**src/rtl/sqrt_iter_unit_if.sv**
```systemverilog
// Operand/result handshake bundle for sqrt_iter_unit.
// The master side is the producer/consumer, the slave side is the unit.
interface sqrt_iter_unit_if #(
  parameter int WIDTH = 16
);
  localparam int RW = WIDTH / 2;

  logic             in_valid_i;
  logic             in_ready_o;
  logic [WIDTH-1:0] x_i;
  logic             out_valid_o;
  logic             out_ready_i;
  logic [RW-1:0]    root_o;
  logic [RW:0]      rem_o;

  modport master (
    output in_valid_i, x_i, out_ready_i,
    input  in_ready_o, out_valid_o, root_o, rem_o
  );

  modport slave (
    input  in_valid_i, x_i, out_ready_i,
    output in_ready_o, out_valid_o, root_o, rem_o
  );
endinterface

```
**src/rtl/sqrt_iter_unit.sv**
```systemverilog
// Iterative floor(sqrt(x)) engine summing odd numbers: one compare/accumulate
// step per clock, valid/ready handshake on operand and result.
module sqrt_iter_unit #(
  parameter int WIDTH = 16
) (
  input  logic            clk_i,
  input  logic            rst_i,
  input  logic            clear_i,
  output logic            busy_o,
  sqrt_iter_unit_if.slave bus
);
  localparam int RW = WIDTH / 2;

  localparam logic [1:0] ST_IDLE = 2'd0;
  localparam logic [1:0] ST_ITER = 2'd1;
  localparam logic [1:0] ST_DONE = 2'd2;

  if ((WIDTH % 2) != 0 || WIDTH < 2) begin : g_width_check
    $error("sqrt_iter_unit: WIDTH must be even and >= 2");
  end

  logic [1:0]       state_q, state_d;
  logic [WIDTH-1:0] x_q, x_d;
  logic [WIDTH:0]   s_q, s_d;
  logic [RW+1:0]    d_q, d_d;
  logic [RW-1:0]    r_q, r_d;
  logic [RW-1:0]    root_q, root_d;
  logic [RW:0]      rem_q, rem_d;
  logic [WIDTH:0]   r_sq;

  // S = (R+1)^2 and D = 2R+1, so S - D recovers R^2 without a multiplier
  assign r_sq = s_q - (WIDTH+1)'(d_q);

  always_comb begin
    state_d = state_q;
    x_d     = x_q;
    s_d     = s_q;
    d_d     = d_q;
    r_d     = r_q;
    root_d  = root_q;
    rem_d   = rem_q;
    if (clear_i) begin
      state_d = ST_IDLE;
    end else begin
      case (state_q)
        ST_IDLE: begin
          if (bus.in_valid_i) begin
            x_d     = bus.x_i;
            s_d     = (WIDTH+1)'(1);
            d_d     = (RW+2)'(1);
            r_d     = '0;
            state_d = ST_ITER;
          end
        end
        ST_ITER: begin
          if (s_q > {1'b0, x_q}) begin
            root_d  = r_q;
            rem_d   = (RW+1)'({1'b0, x_q} - r_sq);
            state_d = ST_DONE;
          end else begin
            r_d = r_q + RW'(1);
            d_d = d_q + (RW+2)'(2);
            s_d = s_q + (WIDTH+1)'(d_q) + (WIDTH+1)'(2);
          end
        end
        ST_DONE: begin
          if (bus.out_ready_i) begin
            state_d = ST_IDLE;
          end
        end
        default: state_d = ST_IDLE;
      endcase
    end
  end

  always_ff @(posedge clk_i or posedge rst_i) begin
    if (rst_i) begin
      state_q <= ST_IDLE;
      x_q     <= '0;
      s_q     <= '0;
      d_q     <= '0;
      r_q     <= '0;
      root_q  <= '0;
      rem_q   <= '0;
    end else begin
      state_q <= state_d;
      x_q     <= x_d;
      s_q     <= s_d;
      d_q     <= d_d;
      r_q     <= r_d;
      root_q  <= root_d;
      rem_q   <= rem_d;
    end
  end

  assign bus.in_ready_o  = (state_q == ST_IDLE) && !rst_i;
  assign bus.out_valid_o = (state_q == ST_DONE);
  assign bus.root_o      = root_q;
  assign bus.rem_o       = rem_q;
  assign busy_o          = (state_q != ST_IDLE);
endmodule
```
**src/flat_wrapper.sv**
```systemverilog
// flat-port wrapper written by rule: the top's interface ports become plain ports
module sqrt_iter_unit_flat 
#(
  parameter int WIDTH = 16
)
  (clk_i, rst_i, clear_i, busy_o, bus_in_valid_i, bus_x_i, bus_out_ready_i, bus_in_ready_o, bus_out_valid_o, bus_root_o, bus_rem_o);
  sqrt_iter_unit_if #(.WIDTH(WIDTH)) bus_i ();
  input  logic clk_i;
  input  logic rst_i;
  input  logic clear_i;
  output logic busy_o;
  input wire logic [$bits(bus_i.in_valid_i)-1:0] bus_in_valid_i;
  input wire logic [$bits(bus_i.x_i)-1:0] bus_x_i;
  input wire logic [$bits(bus_i.out_ready_i)-1:0] bus_out_ready_i;
  output wire logic [$bits(bus_i.in_ready_o)-1:0] bus_in_ready_o;
  output wire logic [$bits(bus_i.out_valid_o)-1:0] bus_out_valid_o;
  output wire logic [$bits(bus_i.root_o)-1:0] bus_root_o;
  output wire logic [$bits(bus_i.rem_o)-1:0] bus_rem_o;
  assign bus_i.in_valid_i = bus_in_valid_i;
  assign bus_i.x_i = bus_x_i;
  assign bus_i.out_ready_i = bus_out_ready_i;
  assign bus_in_ready_o = bus_i.in_ready_o;
  assign bus_out_valid_o = bus_i.out_valid_o;
  assign bus_root_o = bus_i.root_o;
  assign bus_rem_o = bus_i.rem_o;
  sqrt_iter_unit #(.WIDTH(WIDTH)) u_core (.clk_i(clk_i), .rst_i(rst_i), .clear_i(clear_i), .busy_o(busy_o), .bus(bus_i));
endmodule
```
**config.mk**
```make
export PLATFORM = sky130hd
export DESIGN_NAME = sqrt_iter_unit_flat
export DESIGN_NICKNAME = d
export VERILOG_FILES = /design/src/rtl/sqrt_iter_unit_if.sv /design/src/rtl/sqrt_iter_unit.sv /design/src/flat_wrapper.sv
export SDC_FILE = /design/constraint.sdc
export NUM_CORES = 1
export LEC_CHECK = 0
export ABC_AREA = 1
export CAP_MARGIN = 15
export CORE_ASPECT_RATIO = 0.5
export CORE_UTILIZATION = 57
export DETAILED_ROUTE_END_ITERATION = 8
export DONT_BUFFER_PORTS = 1
export GPL_TIMING_DRIVEN = 0
export PLACE_DENSITY = 0.79
export RECOVER_POWER = 25
export SYNTH_ARGS = -nofsm -noshare
export SYNTH_HDL_FRONTEND = slang
export SYNTH_SLANG_ARGS = --single-unit
```
**constraint.sdc**
```tcl
create_clock -name clk_i -period 2.7 [get_ports clk_i]
set_input_delay 0.81 -clock clk_i [delete_from_list [all_inputs] [get_ports clk_i]]
set_output_delay 0.81 -clock clk_i [all_outputs]
set_load 0.1 [all_outputs]
```
==> impl_metrics.csv <==
group,metric,value,unit
status,status,"finished, violations left",
status,violations,"setup timing",
grt,grtUsageTotal,27.5,%
timing,fin_crit,2.82,ns
die,io_pins,41,
cells_and_area,diodes,0,
cells_and_area,layout_commonest_cell,"nand2_1",
logic_synthesis,netlist_area,5210,µm²
drt,first_pass_iters,4,
cells_and_area,drive_gt1_share,9.54,%
cells_and_area,fin_util,64.8,%
cells_and_area,synthToLayoutAreaGrowth,9.34,%
timing,fmax,355,MHz
place,port_buffers,0,
clock_tree,cts_tree,"done",
logic_synthesis,seq_area_frac_synth,33.6,%
power_and_ir_drop,p_leak,3.25,nW
grt,grt_max_degree,71,
clock_tree,root_buffer,"clkbuf_16",
die,die_height,69.6,µm
clock_tree,clock_sinks,70,
logic_synthesis,ys_types,38,
clock_tree,clk_pin_slew,0.06,ns
logic_synthesis,synth_seq_cells,70,
clock_tree,numCtsBuffers,9,
flow_run,cap_viol_max_count,0,
die,core_area,8800,µm²
worst_hold_path,hold_class,"flop to flop",
timing,fin_worst_skew,0.00580,ns
drt,vias_per_cell,5.48,
setup_path,required,1.89,ns
logic_synthesis,avgSynthCellArea,7.74,µm²
setup_path,cp_max_fo,3,
grt,grt_overflow_total,0,
clock_tree,clk_latency,0.34,ns
cells_and_area,final.fill_count,726,
grt,grt_antenna_before_repair,0,
setup_path,worstSetupPathType,"flop to primary output",
logic_synthesis,synth.net_count,757,
timing,rsz0062_at_grt,"yes",
logic_synthesis,ys_warn_count,0,
clock_tree,ctsHoldBuffers,0,
drt,drt_iter0_drc,275,
setup_path,crit_arrival,2.01,ns
drt,wirelength,12000,µm
clock_tree,htree_levels,3,
place,routabilityCongestion,0.921,
drt,via_count,4434,
timing,fin_hold_ws,0.520,ns
timing,setup_slack,-0.120,ns
timing,max-slew-margin-rel,1.98,%
cells_and_area,final_cell_mix,"nand2_1, inv_1, dfrtp_1",
grt,grt_pass1_vias,4270,
timing,tightest_slew,1.47,ns
clock_tree,max-clock-path-buffers,2,
setup_path,start_kind,"flop",
timing,hold_violations,0,
die,rows,24,
logic_synthesis,synth_cells,674,
drt,ant_nets,0,
setup_path,cp-end-kind,"primary output",
power_and_ir_drop,power_density,654,nW/µm²
cells_and_area,nets,770,
die,start_util,59.3,%
drt,drc,0,
die,die_w,137,µm
timing,post-route-period-util,104,%
place,dp_hpwl,8940,µm
drt,wl_per_cell,14.8,µm
timing,setup_violations,1,
die,fp.dieArea,9560,µm²
power_and_ir_drop,ir_worst_vdd,0.411,mV
timing,drv_slew,0,
grt,grt_pass1_wl,20100,µm
-- routing by layer --
metal	share of wire, %	track usage [%]	vias up
met5	0	0	-
met4	1.7	8.30	0
met3	6.0	6.07	16
met2	44	41.6	135
met1	49	39.0	2105
li1	-	-	2178
-- critical path: stages (launching register included) --
cell and delay (ns):
dfrtp_1 0.41, nor2_1 0.15, inv_1 0.43, nor2_4 0.67
-- logic make-up after synthesis --
kind of cell    synth area share, %
compound gates                 4.68
xor+xnor                       3.36
simple gates                   32.4
buf+inv                        9.74
flops                          33.6
fa+ha+maj                      16.2
-- report_power, final --
group	internal, mW	leakage [nW]	switching (mW)
sequential	1.13	0.912	0.0952
clock	0.717	0.146	0.470
combinational	0.497	2.19	0.816
-- what timing repair did --
item / 4_1_cts / 5_1_grt
endpoints found under the setup margin: 1 / 3
pin swaps: 0 / 0
buffers inserted: 0 / 0
endpoints found under the hold margin: 0 / 0
resized for setup: 1 / 1
-- state kept, by name, summed over array words and instances, names as in the netlist --
signal             count
u_core.r_q             8
u_core.d_q            10
u_core.bus.root_o      8
u_core.x_q            16
u_core.state_q         2
u_core.bus.rem_o       9
u_core.s_q            17
-- final timing paths --
path	slack [ns]	from	end	depth (start not counted)
worst min register to register	0.52	u_core.d_q[0]	u_core.d_q[0]	2
worst max register to register	0.16	u_core.d_q[1]	u_core.s_q[9]	12
max in group asynchronous	1.05	rst_i	u_core.s_q[1]	1
worst max-delay path	-0.12	u_core.state_q[1]	bus_in_ready_o	3
min in group asynchronous	0.78	rst_i	u_core.x_q[7]	1
worst min-delay path	0.52	u_core.d_q[0]	u_core.d_q[0]	2
-- through the flow --
step	total power [mW]	std cells	setup slack, ns	setup TNS [ns]	cell area (µm²)
3_5_place_dp	2.53	793	-0.0227	-0.0227	5400
3_3_place_gp	2.48	791	-0.688	-47.95	5360
2_1_floorplan	2.23	674	0.0385	0	5220
6_report	3.73	809	-0.120	-0.120	5700
4_1_cts	3.73	809	-0.119	-0.119	5700
5_1_grt	3.97	809	-0.206	-0.206	5700
-- cell type report --
class | count | area (µm²) | share of cell area [%]
Timing Repair Buffer | 2 | 31.3 | 0.549
Clock inverter | 7 | 73.8 | 1.29
Buffer | 18 | 125 | 2.19
Tap cell | 117 | 146 | 2.57
Inverter | 102 | 383 | 6.72
Multi-Input combinational cell | 484 | 2960 | 52.0
Sequential cell | 70 | 1750 | 30.7
Clock buffer | 9 | 225 | 3.95
-- synth_stat cells (all sizes together) --
master    n  area, µm²
a21boi    1       7.51
a21o      1       7.51
a21oi    30        165
a31o      1       8.76
and2      1       6.26
buf      11       98.8
clkbuf    7       26.3
dfrtp    70       1750
fa        9        180
ha       53        663
inv     102        383
nand2   200        821
nand3    51        278
nand3b    7       52.6
nand4    35        234
nor2     54        228
nor3      6       41.3
nor4      1       6.26
o21ai     8       40.0
o21bai    2       15.0
or2       4       25.0
xnor2     2       17.5
xor2     18        158
(Power assumes the default switching activity.)
